`src/rtl/detector_pkg.sv`:
```
// Shared constants for the detector event path.
// Event word layout and default block count.
package detector_pkg;

  localparam int EVT_BITS = 128;
  localparam int DEF_NBLK = 4;

  localparam int EVT_FRAME_LSB  = 120;
  localparam int EVT_FLAG_LSB   = 112;
  localparam int EVT_ID_LSB     = 96;
  localparam int EVT_ENERGY_LSB = 64;
  localparam int EVT_TIME_LSB   = 0;

  typedef logic [EVT_BITS-1:0] evt_word_t;

endpackage

```
`src/rtl/detector_event_arbiter_rr_arbiter.sv`:
```
// Round-robin arbiter: searches from the slot after the
// last grant; pointer moves only on an accepted grant.
module rr_arbiter
  import detector_pkg::*;
#(
  parameter int N = DEF_NBLK,
  localparam int PW = (N > 1) ? $clog2(N) : 1
) (
  input  logic          clk,
  input  logic          rst,
  input  logic [N-1:0]  req,
  input  logic          advance,
  output logic [N-1:0]  grant,
  output logic [PW-1:0] gnt_idx,
  output logic          valid
);

  logic [PW-1:0] ptr;

  // First requester after the pointer, modulo N.
  always_comb begin
    int idx;
    logic [PW-1:0] j;
    idx     = 0;
    j       = '0;
    grant   = '0;
    gnt_idx = ptr;
    valid   = 1'b0;
    for (int k = 1; k <= N; k++) begin
      idx = (int'(ptr) + k) % N;
      j   = PW'(idx);
      if (!valid && req[j]) begin
        valid    = 1'b1;
        grant[j] = 1'b1;
        gnt_idx  = j;
      end
    end
  end

  // Pointer starts at N-1 so index 0 wins first.
  always_ff @(posedge clk or posedge rst) begin
    if (rst)
      ptr <= PW'(N - 1);
    else if (advance && valid)
      ptr <= gnt_idx;
  end

endmodule

```
`src/rtl/detector_event_arbiter.sv`:
```
// Merges per-block event streams into one registered slot,
// with per-block accept/drop counters and stall OR.
module detector_event_arbiter
  import detector_pkg::*;
#(
  parameter int NBLK      = DEF_NBLK,
  parameter int DATA_BITS = EVT_BITS,
  parameter int CNT_BITS  = 16,
  localparam int SW = $clog2(NBLK)
) (
  input  logic                      clk,
  input  logic                      rst,
  input  logic [NBLK-1:0]           in_valid,
  output logic [NBLK-1:0]           in_ready,
  input  logic [NBLK*DATA_BITS-1:0] in_data,
  input  logic [NBLK-1:0]           blk_stall,
  input  logic [NBLK-1:0]           blk_enable,
  output logic                      out_valid,
  input  logic                      out_ready,
  output logic [DATA_BITS-1:0]      out_data,
  output logic [SW-1:0]             out_src,
  output logic                      stall_any,
  input  logic [SW-1:0]             cnt_sel,
  input  logic                      cnt_clear,
  output logic [CNT_BITS-1:0]       cnt_accepted,
  output logic [CNT_BITS-1:0]       cnt_dropped
);

  logic [NBLK-1:0]     grant;
  logic [SW-1:0]       gnt_idx;
  logic                gnt_vld;
  logic                slot_free;
  logic [NBLK-1:0]     acc_inc;
  logic [NBLK-1:0]     drop_inc;
  logic [CNT_BITS-1:0] cnt_acc  [NBLK];
  logic [CNT_BITS-1:0] cnt_drop [NBLK];

  rr_arbiter #(.N(NBLK)) u_rr (
    .clk     (clk),
    .rst     (rst),
    .req     (in_valid & blk_enable),
    .advance (slot_free),
    .grant   (grant),
    .gnt_idx (gnt_idx),
    .valid   (gnt_vld)
  );

  // Handshakes: granted block when the slot frees; disabled blocks always.
  always_comb begin
    slot_free = ~out_valid | out_ready;
    in_ready  = (grant & {NBLK{slot_free}}) | ~blk_enable;
    acc_inc   = grant & {NBLK{slot_free}};
    drop_inc  = in_valid & ~blk_enable;
  end

  // Output slot: reload on transfer, drain on accept, else hold.
  always_ff @(posedge clk or posedge rst) begin
    if (rst) begin
      out_valid <= 1'b0;
      out_data  <= '0;
      out_src   <= '0;
    end else if (gnt_vld && slot_free) begin
      out_valid <= 1'b1;
      out_data  <= in_data[int'(gnt_idx)*DATA_BITS +: DATA_BITS];
      out_src   <= gnt_idx;
    end else if (out_ready) begin
      out_valid <= 1'b0;
    end
  end

  // Registered stall OR for the time-tag hold line.
  always_ff @(posedge clk or posedge rst) begin
    if (rst)
      stall_any <= 1'b0;
    else
      stall_any <= |blk_stall;
  end

  // Saturating counters; clear beats a same-cycle increment.
  always_ff @(posedge clk or posedge rst) begin
    if (rst) begin
      for (int i = 0; i < NBLK; i++) begin
        cnt_acc[i]  <= '0;
        cnt_drop[i] <= '0;
      end
    end else begin
      for (int i = 0; i < NBLK; i++) begin
        if (cnt_clear) begin
          cnt_acc[i]  <= '0;
          cnt_drop[i] <= '0;
        end else begin
          if (acc_inc[i] && cnt_acc[i] != '1)
            cnt_acc[i] <= cnt_acc[i] + 1'b1;
          if (drop_inc[i] && cnt_drop[i] != '1)
            cnt_drop[i] <= cnt_drop[i] + 1'b1;
        end
      end
    end
  end

  // Counter readout mux.
  always_comb begin
    cnt_accepted = cnt_acc[cnt_sel];
    cnt_dropped  = cnt_drop[cnt_sel];
  end

endmodule

```
`config.mk`:
```
export PLATFORM = sky130hd
export DESIGN_NAME = detector_event_arbiter
export DESIGN_NICKNAME = d
export VERILOG_FILES = /design/src/rtl/detector_pkg.sv /design/src/rtl/detector_event_arbiter_rr_arbiter.sv /design/src/rtl/detector_event_arbiter.sv
export SDC_FILE = /design/constraint.sdc
export NUM_CORES = 1
export LEC_CHECK = 0
export BUFFER_PORTS_ARGS = -buffer_cell sky130_fd_sc_hd__buf_2
export CORE_AREA = 2 2 271 273
export CTS_CLUSTER_SIZE = 14
export DETAILED_ROUTE_END_ITERATION = 10
export DIE_AREA = 0 0 273 275
export GPL_TIMING_DRIVEN = 0
export PLACE_DENSITY_LB_ADDON = 0.12
export SYNTH_ARGS = -nofsm -noshare
export SYNTH_HDL_FRONTEND = slang
export SYNTH_SLANG_ARGS = --single-unit
```
`constraint.sdc`:
```
create_clock -name clk -period 11 [get_ports clk]
set_clock_uncertainty 0.2 [all_clocks]
set_input_delay 2.2 -clock clk [delete_from_list [all_inputs] [get_ports clk]]
set_output_delay 2.2 -clock clk [all_outputs]
set_load 0.01 [all_outputs]
```
**Word-level counts from Yosys, hierarchy flattened**

Index checks and enable logic that the tools add are counted.

- $lt $le $gt $ge: 9
- Div/mod/pow operators: 0
- Add/sub/neg operators: 12
- Shift operators: 1
- Eq/ne operators: 8
- Multiplexer cells: 52
- Multipliers: 0
- Bitwise logic cells: 11
- Reductions and logical operators: 29

Operator list:

| cell | number |
|---|---|
| variable part select 512 x 10 -> 128 bit | 1 |
| two-way mux 16 bit | 20 |
| adder 16 x 1 -> 16 bit (second input constant) | 8 |
| != test 16 bit (second input constant) | 8 |
| binary-select mux 16 bit (select 2 bit) | 2 |
| nonzero test 2 bit | 9 |
| logical AND 1 bit | 16 |
| two-way mux 4 bit | 4 |
| OR 4 bit | 4 |
| two-way mux 1 bit | 14 |
| bitwise AND 4 bit | 3 |
| less-than comparator 2 x 3 -> 1 bit (second input constant) | 4 |
| binary-select mux 1 bit (select 2 bit) | 4 |
| demux 1 bit (select 2 bit) | 4 |
| >= comparator 2 x 1 -> 1 bit (second input constant) | 4 |
| two-way mux 2 bit | 4 |
| adder 2 x 1 -> 2 bit (second input constant) | 2 |
| adder 2 bit (second input constant) | 2 |
| inverter 4 bit | 1 |
| OR reduction 4 bit | 1 |
| >= comparator 3 bit (second input constant) | 1 |
| zero test 1 bit | 3 |
| inverter 2 -> 3 bit | 1 |
| inverter 1 bit | 1 |
| OR 1 bit | 1 |

- Bits in latches: 0
- ROM bits: 0
- Input port bits: 530
- Memories kept: 0
- RAM bits: 0
- Bits in registers: 262

**Logic depth before layout (Yosys ltp)**

Gate-level depths: netlist of run 1.

- Depth after elaboration: 17
- Depth in mapped cells: 10

**Cells and area by module**

A second synthesis of run 1 with hierarchy kept.

- Cells, all modules: 1289
- Area, all modules: 16151.7 um2

Modules (own cells, without submodules):

| module | cells each | area each (um2) | seq. area each (um2) | instances |
|---|---|---|---|---|
| detector_event_arbiter | 1218 | 15498.6 | 6506.2 | 1 |
| rr_arbiter | 71 | 653.1 | 52.6 | 1 |

**Least setup slack after synthesis of run 1**

OpenSTA, ideal clock, no wires.

- Path type: input-to-output
- From: input cnt_sel[0]
- To: output cnt_accepted[0]
- Path buffers: 2
- Cell stages on the path: 3
- Required time: 8.600 ns
- Setup slack: 5.040 ns
- Arrival time: 3.560 ns
- Path through: clkbuf_1 buf_1 mux4_2

- Word-level cells in the longest chain between the ends: 4

RTL lines:

| what | line | text |
|---|---|---|
| start: declaration | detector_event_arbiter.sv:23 | `input logic [SW-1:0] cnt_sel,` |
| inverter 2 -> 3 bit (implied by the code) | detector_event_arbiter.sv:103 | `cnt_accepted = cnt_acc[cnt_sel];` |
| binary-select mux 16 bit (select 2 bit) | detector_event_arbiter.sv:103 |  |
| two-way mux 16 bit (implied by the code) (2 in series) | detector_event_arbiter.sv:103 |  |
| end: declaration | detector_event_arbiter.sv:25 | `output logic [CNT_BITS-1:0] cnt_accepted,` |

No other way between the ends. The select of a mux whose other input is x is not followed.

**Worst setup path in the final report of run 1**

- From: input blk_enable[0]
- To: output in_ready[2]

- Word-level cells in the longest chain between the ends: 15
- Elaborated cells between the ends (all ways): 27
- Those cells by class: mux (15); bitwise (6); reduce/logical (6)

RTL lines:

| what | line | text |
|---|---|---|
| start: declaration | detector_event_arbiter.sv:17 | `input logic [NBLK-1:0] blk_enable,` |
| bitwise AND 4 bit (*) | detector_event_arbiter.sv:41 | `.req (in_valid & blk_enable),` |
| binary-select mux 1 bit (select 2 bit) | detector_event_arbiter_rr_arbiter.sv:32 | `if (!valid && req[j]) begin` |
| two-way mux 1 bit (implied by the code) | detector_event_arbiter_rr_arbiter.sv:32 |  |
| two-way mux 1 bit | detector_event_arbiter_rr_arbiter.sv:32 |  |
| zero test 1 bit | detector_event_arbiter_rr_arbiter.sv:32 |  |
| logical AND 1 bit | detector_event_arbiter_rr_arbiter.sv:32 |  |
| two-way mux 1 bit | detector_event_arbiter_rr_arbiter.sv:32 |  |
| zero test 1 bit | detector_event_arbiter_rr_arbiter.sv:32 |  |
| logical AND 1 bit | detector_event_arbiter_rr_arbiter.sv:32 |  |
| two-way mux 1 bit | detector_event_arbiter_rr_arbiter.sv:32 |  |
| zero test 1 bit | detector_event_arbiter_rr_arbiter.sv:32 |  |
| logical AND 1 bit | detector_event_arbiter_rr_arbiter.sv:32 |  |
| two-way mux 4 bit (*) | detector_event_arbiter_rr_arbiter.sv:32 |  |
| bitwise AND 4 bit (*) | detector_event_arbiter.sv:51 | `in_ready = (grant & {NBLK{slot_free}}) \| ~blk_enable;` |
| OR 4 bit (*) | detector_event_arbiter.sv:51 |  |
| end: declaration | detector_event_arbiter.sv:14 | `output logic [NBLK-1:0] in_ready,` |

Every way passes the cells marked *; elsewhere a longest branch is shown, timed or not. The select of a mux whose other input is x is not followed.

==> reports/results.ini, run 1 <==
[outcome]
status = complete, no violations

[layout]
nFillCells = 7799
seqCellArea_um2 = 6560
fin_nets = 2838
final_common_cell = buf_2
final_cells = 3277
multi_input_area_um2 = 8770
layout_common_cells = 720 x buf_2, 264 x mux2i_1, 260 x dfrtp_1, 198 x nand2_1, 128 x o221ai_1
design_area_um2 = 21700
final_layout_size_suffix_gt1_share_pct = 36.3
syn_to_final_growth_pct = 36.9

[floorplanning]
die_area_um2 = 75100
initial_core_util_pct = 21.9
die_w_um = 273
core.rowCount = 99
die_h_um = 275
coreArea_um2 = 72300
ios = 698

[route]
wl_um = 86600
drtPass1Iterations = 5
avgRoutedWirePerCell_um = 26.4
vias_per_cell = 4.86
vias = 15900
drcViolationCount = 0
drtIter0Drc = 928
ant_nets = 0

[synth]
async_flop_share_pct = 100
synth_area_leaders = dfrtp_1 41%, mux2i_1 17%, o221ai_1 7.1%
yosys_warnings = 0
netlist.top_cell.by_area = dfrtp_1
postSynthAreaPerCell_um2 = 10.2
ys_seq_elements = 262
yosysUniqueCellTypes = 59
postSynthCellCount = 1557
synth_top_area_share_pct = 41.0
syn-cell-area_um2 = 15900
syn_nets = 2103
yosysSeqAreaShare_pct = 41.3
ys.flop_type = dfrtp_1
synth-edff-count = 0

[clock_network]
cts_sinks = 262
cts_setup_buffers = 0
cts_root_buf = clkbuf_16
htreeDepth = 2
clock_path_buffers = 3
ctsResizeCount = 0
cts.hold.buffers_added = 0
cts_buffers = 37
path_clk_slew_ps = 50
cts_tree = yes
insertion_delay_ps = 540

[timing]
setup_violations = 0
period_needed_ps = 6780
post-route-period-util_pct = 61.6
report.final.hold_viol_count = 0
rsz0062_at_grt = no
slew_headroom_pct = 25.7
worst_pin_slew_ps = 1110
slew_violations = 0
fmax_mhz = 148

[critical_path]
cpPeakStageDelay_ps = 820
cpMaxStageDelayCell = a21oi_1
cp_common_cell = buf_2
crit_family = compound AO/OA/AOI/OAI gates
cp_data_arrival_time_ps = 4380
worstSetupPathType = in2out
cp_cell_sequence = buf_2 > and2_1 > mux4_2 > nand3_1 > a21oi_1 > nor2_1 > nand2_1 > buf_2
cp-end-kind = primary output
cp_num_buf_inv = 2
cp_max_fo = 10
cp.required_ps = 8600
start_kind = input port

[global_route]
antenna_found_initial = 30
grt_max_degree = 101
first_global_vias = 16100
overflow = 0
grt_use_total_pct = 21.9
grt_pass1_wl_um = 117000

[power]
power_density_nw_per_um2 = 273
intPower_uw = 3190
switchingPower_uw = 2740
seqPwrFrac_pct = 23.8
p_leak_uw = 0.0104
peakVddDrop_mv = 0.136
clkPwrFrac_pct = 19.3
swShare_pct = 46.2
pwr-share-comb_pct = 56.9

[worst_hold_path]
hold_class = reg2reg

[place]
post-dp-hpwl_um = 70800
io_buffers = 694
placed_cell_area_um2 = 20600
post-place-cells = 3212
place_congestion = 0.930

[job]
maxCapViolCount = 0

-- final timing paths --
kind,from,to,slack [ps],cells past startpoint
setup / recovery,blk_enable[0],in_ready[2],4220,8
hold / removal,out_data[80]$_DFFE_PP0P_,out_data[80]$_DFFE_PP0P_,280,2
setup reg to reg,u_rr.ptr[1]$_DFFE_PP1P_,out_data[101]$_DFFE_PP0P_,6190,9
hold reg to reg,out_data[80]$_DFFE_PP0P_,out_data[80]$_DFFE_PP0P_,280,2
max in group asynchronous,rst,out_data[112]$_DFFE_PP0P_,7670,4
min in group asynchronous,rst,cnt_drop[28]$_DFFE_PP0P_,1560,2
-- through the flow --
| step | power [uW] | hold WS (ps) | setup TNS, ps | setup slack (ps) | util (%) |
|---|---|---|---|---|---|
| after global placement | 4810 | 257 | -776170 | -3030 | 28.4 |
| after floorplan | 3440 | 283 | 0 | 1390 | - |
| final | 5930 | 280 | 0 | 4220 | 30.0 |
| after detailed placement | 4830 | 268 | 0 | 4260 | 28.5 |
| after CTS | 6010 | 283 | 0 | 4250 | 30.0 |
| after global routing | 6250 | 309 | 0 | 4070 | 30.0 |
-- power by group through the flow --
stage                     clock network (uW)  logic [uW]  registers (uW)
after floorplan                            0        1970            1480
after global placement                     0        3390            1420
after detailed placement                   0        3410            1420
after CTS                               1180        3420            1410
after global routing                    1220        3590            1440
final                                   1140        3370            1410
-- cell usage after synthesis (2+ instances only) --
library cell    n
and3_1          9
inv_1          21
clkbuf_1       76
o21ai_1         3
a211oi_1        3
dfstp_2         2
or2_2           2
a2111oi_4       2
and4_1         14
buf_1           3
nor3_1         18
a21boi_0        3
mux4_2         37
o21a_1          2
mux2i_1       264
o31ai_1        12
and2_1         10
o31a_1          3
nand3_1        43
nor4_1          6
buf_2          26
buf_4           2
xnor2_1        33
o21ba_2         3
xor2_1         44
nor2_1        119
ha_1           16
a21oi_1        44
or3_1          24
a21o_1          2
buf_6           2
o211ai_1       10
a31oi_1         2
nand4_1        23
o21ai_0        30
nand2b_1        4
o221ai_1      128
nand2_1       198
mux2_2          7
dfrtp_1       260
or4_1          14
o2111ai_1       5
nor2b_1        12
-- logic make-up after synthesis --
logic type      Yosys count  synth area share, %
flops                   262                 41.3
xor+xnor                 77                 4.25
simple gates            503                 14.8
compound gates          260                 12.5
mux                     308                 22.4
fa+ha+maj                16                 1.26
buf+inv                 131                 3.44
-- cell type report --
type                            count  share of cell area, %
Timing Repair Buffer              696                   16.2
Tap cell                          959                   5.52
Buffer                            109                   2.14
Antenna cell                        8                 0.0921
Inverter                           22                  0.414
Sequential cell                   262                   30.2
Clock inverter                      5                  0.150
Clock buffer                       52                   4.93
Multi-Input combinational cell   1164                   40.3
-- registers in the layout (all words and copies together) (netlist names) --
name / cells
out_valid: 1
cnt_acc: 64
cnt_drop: 64
out_data: 128
u_rr.ptr: 2
stall_any: 1
out_src: 2
-- worst register-to-register path, delay by kind of cell (launching register included) --
family,cells,cell delay (ps)
DFF,1,650
xor gates and xnor gates,1,310
muxes,2,950
buffers and inverters,3,1650
AOI/OAI and AO/OA,2,450
adders and majority gates,1,420
-- layer usage --
layer	wire length, um	vias to the layer above	global-route usage [%]
li1	-	7299	-
met1	35600	7795	27.5
met2	40700	689	35.5
met3	7490	123	6.80
met4	2700	22	7.42
met5	126	-	0
Power figures use the tool's default switching activity.
==> run 2: changes to the inputs <==
==> constraint.sdc (replaced) <==
create_clock -name clk -period 6.7 [get_ports clk]
set_clock_uncertainty 0.2 [all_clocks]
set_input_delay 1.34 -clock clk [delete_from_list [all_inputs] [get_ports clk]]
set_output_delay 1.34 -clock clk [all_outputs]
set_load 0.01 [all_outputs]
==> reports/results.ini, run 2 (synthesis gave the netlist of run 1 again) <==
[outcome]
status = complete, no violations

[timing]
fin_ws_ps = 1610
slew_headroom_pct = 22.5
post-route-period-util_pct = 76.0
report.final.hold_viol_count = 0
setup_tns_ps = 0
worst_pin_slew_ps = 1160
setup_violations = 0
slew_violations = 0
timing.hold.ws_ps = 278
period_needed_ps = 5090
fmax_mhz = 197
rsz0062_at_grt = no

[critical_path]
cpMaxStageDelayCell = a21oi_1
cp-end-kind = primary output
start_kind = input port
worstSetupPathType = in2out
cp_common_cell = buf_2
cp_max_fo = 10
cp_data_arrival_time_ps = 3550
cp.required_ps = 5160
cpPeakStageDelay_ps = 840
cp_cell_sequence = buf_2 > and2_1 > mux4_2 > nand3_1 > a21oi_1 > nor2_1 > nand2_1 > buf_2

[layout]
utilization_pct = 30.2
largest_reg_flops = 128
top_register = out_data
final_layout_size_suffix_gt1_share_pct = 36.4
design_area_um2 = 21800
syn_to_final_growth_pct = 37.6
largestRegisters = out_data: 128 flops, cnt_acc: 64 flops, cnt_drop: 64 flops
layout_common_cells = 720 x buf_2, 264 x mux2i_1, 260 x dfrtp_1, 198 x nand2_1, 128 x o221ai_1
fin_nets = 2843
final_common_cell = buf_2

[global_route]
grt_use_total_pct = 22.0
grt_pass1_wl_um = 119000
overflow = 0
antenna_found_initial = 27
first_global_vias = 16200
grt_max_degree = 39

[floorplanning]
core.rowCount = 99
die_area_um2 = 75100
die_h_um = 275
initial_core_util_pct = 21.9
coreArea_um2 = 72300
die_w_um = 273
ios = 698

[place]
io_buffers = 694
place_congestion = 0.957
dpl_worst_slack_ps = 1050
placed_cell_area_um2 = 20700
post-dp-hpwl_um = 70700

[clock_network]
insertion_delay_ps = 560
cts_sinks = 262
clock_path_buffers = 3
cts_buffers = 37
cts.hold.buffers_added = 0
cts_tree = yes
path_clk_slew_ps = 60
cts_root_buf = clkbuf_16
ctsResizeCount = 0
cts_setup_buffers = 0
htreeDepth = 2

[route]
met1_length_um = 36000
vias_per_cell = 4.87
vias = 16000
wl_met3_um = 7330
avgRoutedWirePerCell_um = 26.3
drtIter0Drc = 966
ant_nets = 0
drtPass1Iterations = 5
wl_met2_um = 40600
highest_layer = met5
wl_um = 86500
drcViolationCount = 0

[power]
peakVddDrop_mv = 0.274
p_leak_uw = 0.0105
power_density_nw_per_um2 = 447

[job]
maxCapViolCount = 0

[worst_hold_path]
hold_class = reg2reg

-- run 2: changes by cell type in the layout (fill, tap and decap cells not counted), moves of 2 or more --
| cell | delta |
|---|---|
| buf_12 | +7 |
| clkbuf_1 | +4 |
| buf_16 | -2 |
| diode_2 | -4 |
| clkbuf_8 | -3 |
| clkinv_2 | +3 |
-- run 2: worst paths after layout --
check,startpoint,slack (ps),depth (start not counted),end
worst min-delay path,out_src[1]$_DFFE_PP0P_,280,2,out_src[1]$_DFFE_PP0P_
worst max-delay path,blk_enable[0],1610,8,in_ready[2]
worst min register to register,out_src[1]$_DFFE_PP0P_,280,2,out_src[1]$_DFFE_PP0P_
worst max register to register,u_rr.ptr[1]$_DFFE_PP1P_,2130,9,out_data[77]$_DFFE_PP0P_
min in group asynchronous,rst,710,2,cnt_acc[5]$_DFFE_PP0P_
max in group asynchronous,rst,4410,5,out_data[72]$_DFFE_PP0P_
-- run 2: cell type report --
cell class | instances | area, um^2
Sequential cell | 262 | 6560
Clock buffer | 54 | 1050
Fill cell | 7802 | 50500
Buffer | 109 | 465
Multi-Input combinational cell | 1164 | 8770
Tap cell | 959 | 1200
Timing Repair Buffer | 701 | 3610
Clock inverter | 10 | 86.3
Antenna cell | 4 | 10.0
Inverter | 22 | 86.3
-- run 2: critical path, delay by kind of cell --
family                 cells  cell delay, ps
multiplexers               1             340
AND/OR/NAND/NOR            4             660
AO/OA/AOI/OAI              1             840
buffers and inverters      2             370
-- run 2: metrics by stage --
step	power, uW	cells
floorplan	5650	1557
global placement	7890	3210
detailed placement	7920	3217
CTS	9900	3281
global route	10300	3282
finish	9770	3285
-- run 2: per-layer routing --
metal  track usage, %  vias up
met1             28.1     7889
met2             36.1      662
met5                0        -
li1                 -     7311
met4             6.49       18
met3             6.23      119
-- run 2: power breakdown --
group | internal, uW | total [uW] | switching [uW]
clock | 1120 | 1920 | 800
combinational | 2140 | 5540 | 3400
sequential | 2000 | 2310 | 308
total | 5270 | 9770 | 4510
